## config.mk

```make
export PLATFORM = sky130hd
export DESIGN_NAME = dffrs_bank
export DESIGN_NICKNAME = d
export VERILOG_FILES = /design/src/rtl/dffrs_bank_pkg.sv /design/src/rtl/dffrs_bank_stage.sv /design/src/rtl/dffrs_bank.sv
export SDC_FILE = /design/constraint.sdc
export NUM_CORES = 1
export LEC_CHECK = 0
export CORE_UTILIZATION = 29
export CTS_CLUSTER_SIZE = 25
export DETAILED_ROUTE_END_ITERATION = 6
export HOLD_SLACK_MARGIN = 0.08
export SETUP_SLACK_MARGIN = 0.02
export SKIP_LAST_GASP = 1
export SLEW_MARGIN = 0
export SYNTH_ARGS = -nofsm -noshare
export SYNTH_HDL_FRONTEND = slang
export SYNTH_SLANG_ARGS = --single-unit
```

## constraint.sdc

```tcl
create_clock -name CLK -period 1 [get_ports CLK]
set_input_delay 0.3 -clock CLK [delete_from_list [all_inputs] [get_ports CLK]]
set_output_delay 0.3 -clock CLK [all_outputs]
set_load 0.005 [all_outputs]
```

## src/rtl/dffrs_bank_pkg.sv

```systemverilog
// rtl/dffrs_bank_pkg.sv - shared constants and per-bit override resolve for dffrs_bank
package dffrs_bank_pkg;

  localparam int OVR_CNT_W = 8;
  localparam logic [OVR_CNT_W-1:0] OVR_CNT_MAX = 8'd255;

  // Reset override wins over set override; both inactive passes the base bit.
  function automatic logic resolve_bit(input logic base, input logic rn, input logic setn);
    logic r;
    r = base;
    if (!setn) r = 1'b1;
    if (!rn) r = 1'b0;
    return r;
  endfunction

endpackage

```

## src/rtl/dffrs_bank_stage.sv

```systemverilog
// rtl/dffrs_bank_stage.sv - one WIDTH-bit data + valid pipeline stage with sync reset and load enable
module dffrs_bank_stage #(
  parameter int WIDTH = 4,
  parameter logic [WIDTH-1:0] RESET_VAL = '0
) (
  input  logic             clk,
  input  logic             rst,
  input  logic             load,
  input  logic [WIDTH-1:0] load_word,
  input  logic             load_vld,
  output logic [WIDTH-1:0] word,
  output logic             vld
);

  always_ff @(posedge clk) begin
    if (rst) begin
      word <= RESET_VAL;
      vld  <= 1'b0;
    end else if (load) begin
      word <= load_word;
      vld  <= load_vld;
    end
  end

endmodule

```

## src/rtl/dffrs_bank.sv

```systemverilog
// rtl/dffrs_bank.sv - WIDTH x DEPTH retiming pipeline with per-bit set/reset overrides on stage 0
// Optional saturating override-cycle counter on OVR_CNT when DFFRS_BANK_OVR_CNT_EN is defined.
module dffrs_bank
  import dffrs_bank_pkg::*;
#(
  parameter int WIDTH = 4,
  parameter int DEPTH = 2,
  parameter logic [WIDTH-1:0] RESET_VAL = '0
) (
  input  logic                 CLK,
  input  logic                 RST,
  input  logic                 EN,
  input  logic [WIDTH-1:0]     D,
  input  logic                 D_VLD,
  input  logic [WIDTH-1:0]     RN,
  input  logic [WIDTH-1:0]     SETN,
  output logic [WIDTH-1:0]     Q,
  output logic                 Q_VLD
`ifdef DFFRS_BANK_OVR_CNT_EN
  ,
  output logic [OVR_CNT_W-1:0] OVR_CNT
`endif
);

  logic [DEPTH-1:0][WIDTH-1:0] stage_word;
  logic [DEPTH-1:0]            stage_vld;
  logic [WIDTH-1:0]            base;
  logic [WIDTH-1:0]            resolved;
  logic                        vld0_next;

  // While holding, stage 0 re-resolves its own word so overrides act in place.
  always_comb begin
    base      = EN ? D : stage_word[0];
    vld0_next = EN ? D_VLD : stage_vld[0];
  end

  for (genvar i = 0; i < WIDTH; i++) begin : g_resolve
    assign resolved[i] = resolve_bit(base[i], RN[i], SETN[i]);
  end

  for (genvar k = 0; k < DEPTH; k++) begin : g_stage
    if (k == 0) begin : g_first
      dffrs_bank_stage #(.WIDTH(WIDTH), .RESET_VAL(RESET_VAL)) u_stage (
        .clk       (CLK),
        .rst       (RST),
        .load      (1'b1),
        .load_word (resolved),
        .load_vld  (vld0_next),
        .word      (stage_word[k]),
        .vld       (stage_vld[k])
      );
    end else begin : g_rest
      dffrs_bank_stage #(.WIDTH(WIDTH), .RESET_VAL(RESET_VAL)) u_stage (
        .clk       (CLK),
        .rst       (RST),
        .load      (EN),
        .load_word (stage_word[k-1]),
        .load_vld  (stage_vld[k-1]),
        .word      (stage_word[k]),
        .vld       (stage_vld[k])
      );
    end
  end

  assign Q     = stage_word[DEPTH-1];
  assign Q_VLD = stage_vld[DEPTH-1];

`ifdef DFFRS_BANK_OVR_CNT_EN
  logic [OVR_CNT_W-1:0] ovr_cnt;
  logic                 any_ovr;

  assign any_ovr = |(~RN | ~SETN);

  always_ff @(posedge CLK) begin
    if (RST) begin
      ovr_cnt <= '0;
    end else if (any_ovr && (ovr_cnt != OVR_CNT_MAX)) begin
      ovr_cnt <= ovr_cnt + 8'd1;
    end
  end

  assign OVR_CNT = ovr_cnt;
`endif

endmodule

```

==> reports/summary.txt <==
Status: finished clean
Final critical-path share of the clock period: 98.21%
CTS tree: done
Core Region: 1171 µm²
Layout Area Growth over Synthesis: 64.38%
WL per Instance: 10.44 µm
Clock latency on the worst-skew pair: 250 ps
Via Count: 329
Root Buffer: clkbuf_4
DRC: 0
Tmin final: 982.1 ps
Area of the multi-input gates: 171.4 µm²
Fin nets: 79
CTS Buf Count: 3
Post-DP HPWL: 611.7 µm
Num Clock Sinks: 10
Max-slew headroom: 88.40%
Post-synth top cells: 10 x dfxtp_1, 10 x mux2i_1, 6 x nor2_1
Synthesis Warnings: 0
Chip height: 38.34 µm
Antenna violations before repair: 0
Synth top area share: 52.29%
Antenna diode count: 0
CP Cell Sequence: buf_2
Routed Antenna Nets: 0
RSZ-0062 raised after global routing: yes
Dominant register cell in the synthesized netlist: dfxtp_1
Slowest CP cell: dfxtp_2
Final WS setup: 17.93 ps
Non-filler cells, final: 75
Async set or reset register ratio after synthesis: 0%
Startpoint Class: register
Post-place setup slack: -349.0 ps
Post-Syn Area: 382.9 µm²
Fraction of layout cells with a size suffix above 1: 29.51%
Worst Path Required: 700 ps
Class of the worst hold path: register to register
EDFF count, synth: 0
Hold buffers post-CTS: 0
Grt ovf: 0
Reg clk slew, reported paths: 60 ps
Max Cap Violations: 0
Vias per cell: 4.387
Ports: 21
Worst path top cell family by delay: flip-flops
Post-Syn Nets: 52
Static Leak: 0.0002905 µW
Final WL: 783 µm
Input/output buffers: 20
P per Cell Area: 1287 nW/µm²
Peak supply drop: 0.0006864 V
Maximum operating frequency: 1018 MHz
Starting DRC count in detailed routing: 4
Utilization after layout: 53.74%
Setup Crit Path Kind: register to primary output
Leading post-synthesis cells by cell area: dfxtp_1 52%, mux2i_1 26%, nand2b_1 6.5%
Fillers: 108
Critical path buffers and inverters: 1
#FFs+latches synth: 10
Die area: 1470 µm²
Hold_ws: 480.4 ps
Final Skew: 1.586 ps
Setup violations, final: 0
Sequential Area: 206.4 µm²
Largest fanout on the critical path: 2
Netlist cell types: 7
First-pass GRT wire length: 1324 µm
Starting density of the core: 32.69%
Slew @ Worst Pin: 169.2 ps
Critical Path Sink Type: primary output
RePlAce Congestion: 0.6088
Global-route usage over all layers: 13.47%
Placed Cells: 72
Vias in the first global route: 343
Slowest stage delay, CP: 320 ps
Post-Syn Area per Cell: 10.64 µm²
Row count: 12
Post-CTS setup buffers: 0
Die width: 38.34 µm
Largest net degree at the start of global routing: 7
Register area share after synthesis: 52.29%
Crit path arrival time: 680 ps
Leading area contributor after synthesis: dfxtp_1
Cells after Synth: 36
Max Transition Viols Final: 0
CTS H-tree depth: 1
DRT Pass-1 Iters: 2
Setup_tns: 0 ps
CTS max path bufs: 2
Final hold vios: 0
-- cells by family after synthesis --
| kind of cell | count (synthesis) | share of synthesized area, % |
|---|---|---|
| and+or+nand+nor | 10 | 12.42 |
| buffers and inverters | 2 | 3.920 |
| DFF | 10 | 52.29 |
| muxes | 10 | 26.14 |
| AOI/OAI and AO/OA | 4 | 5.229 |
-- final timing paths --
| path | slack (ps) | from | depth (start not counted) | to |
|---|---|---|---|---|
| worst max-delay path | 20 | g_stage[1].g_rest.u_stage.word[3]$_SDFFE_PP0P_ | 1 | Q[3] |
| worst min-delay path | 480 | g_stage[1].g_rest.u_stage.word[1]$_SDFFE_PP0P_ | 2 | g_stage[1].g_rest.u_stage.word[1]$_SDFFE_PP0P_ |
| worst max register to register | 350 | g_stage[0].g_first.u_stage.word[3]$_SDFFE_PP0P_ | 2 | g_stage[0].g_first.u_stage.word[3]$_SDFFE_PP0P_ |
| worst min register to register | 480 | g_stage[1].g_rest.u_stage.word[1]$_SDFFE_PP0P_ | 2 | g_stage[1].g_rest.u_stage.word[1]$_SDFFE_PP0P_ |
-- final cells by class --
class	count	share of cell area, %
clock buffer	3	3.579
timing repair buffer	24	33.60
multi-input combinational	24	27.24
sequential	10	32.80
tap	14	2.783
-- sequential cells by signal, summed over array words and instances, names as in the netlist --
register,cells
g_stage.g_first.u_stage.vld,1
g_stage.g_first.u_stage.word,4
g_stage.g_rest.u_stage.vld,1
g_stage.g_rest.u_stage.word,4
-- worst reg2reg max path, delay by kind of cell (launching register included) --
family | cells | cell delay [ps]
AOI/OAI and AO/OA | 1 | 70
DFF | 1 | 310
muxes | 1 | 160
-- power breakdown --
group          internal, µW  switching [µW]  total, µW  leakage, µW
Sequential              418            8.66        426    0.0000843
Clock                   138             114        251    0.0000138
Combinational          91.4            41.1        133     0.000192
Total                   647             163        810     0.000290
-- per-stage QoR --
step                instance area [µm²]  total power [µW]
finish                            629.4             810.2
global placement                  615.6             564.3
CTS                               631.9             822.3
detailed placement                615.6             569.6
global route                      629.4             866.8
floorplan                         382.9             482.8
-- metal layers --
metal / GRT usage, % / routed length (µm)
met5: 0 / 0
met4: 5.172 / 0
met3: 5.233 / 63
met2: 23.73 / 401
met1: 14.29 / 318
-- placed cells by master, fill, tap and decap left out --
cell type and count:
a21oi_1 3, a21oi_2 1, buf_2 5, buf_4 2, buf_6 2, clkbuf_4 3, clkdlybuf4s50_1 14, dfxtp_1 5
dfxtp_2 5, dlygate4sd2_1 1, mux2i_1 10, nand2b_1 4, nor2_1 6
-- timing repair --
| action | CTS | global route |
|---|---|---|
| gates resized for setup | 27 | 2 |
| endpoints found under the setup margin | 15 | 6 |
| pin swaps | 0 | 0 |
No activity file was read; power rests on OpenSTA's default activity.
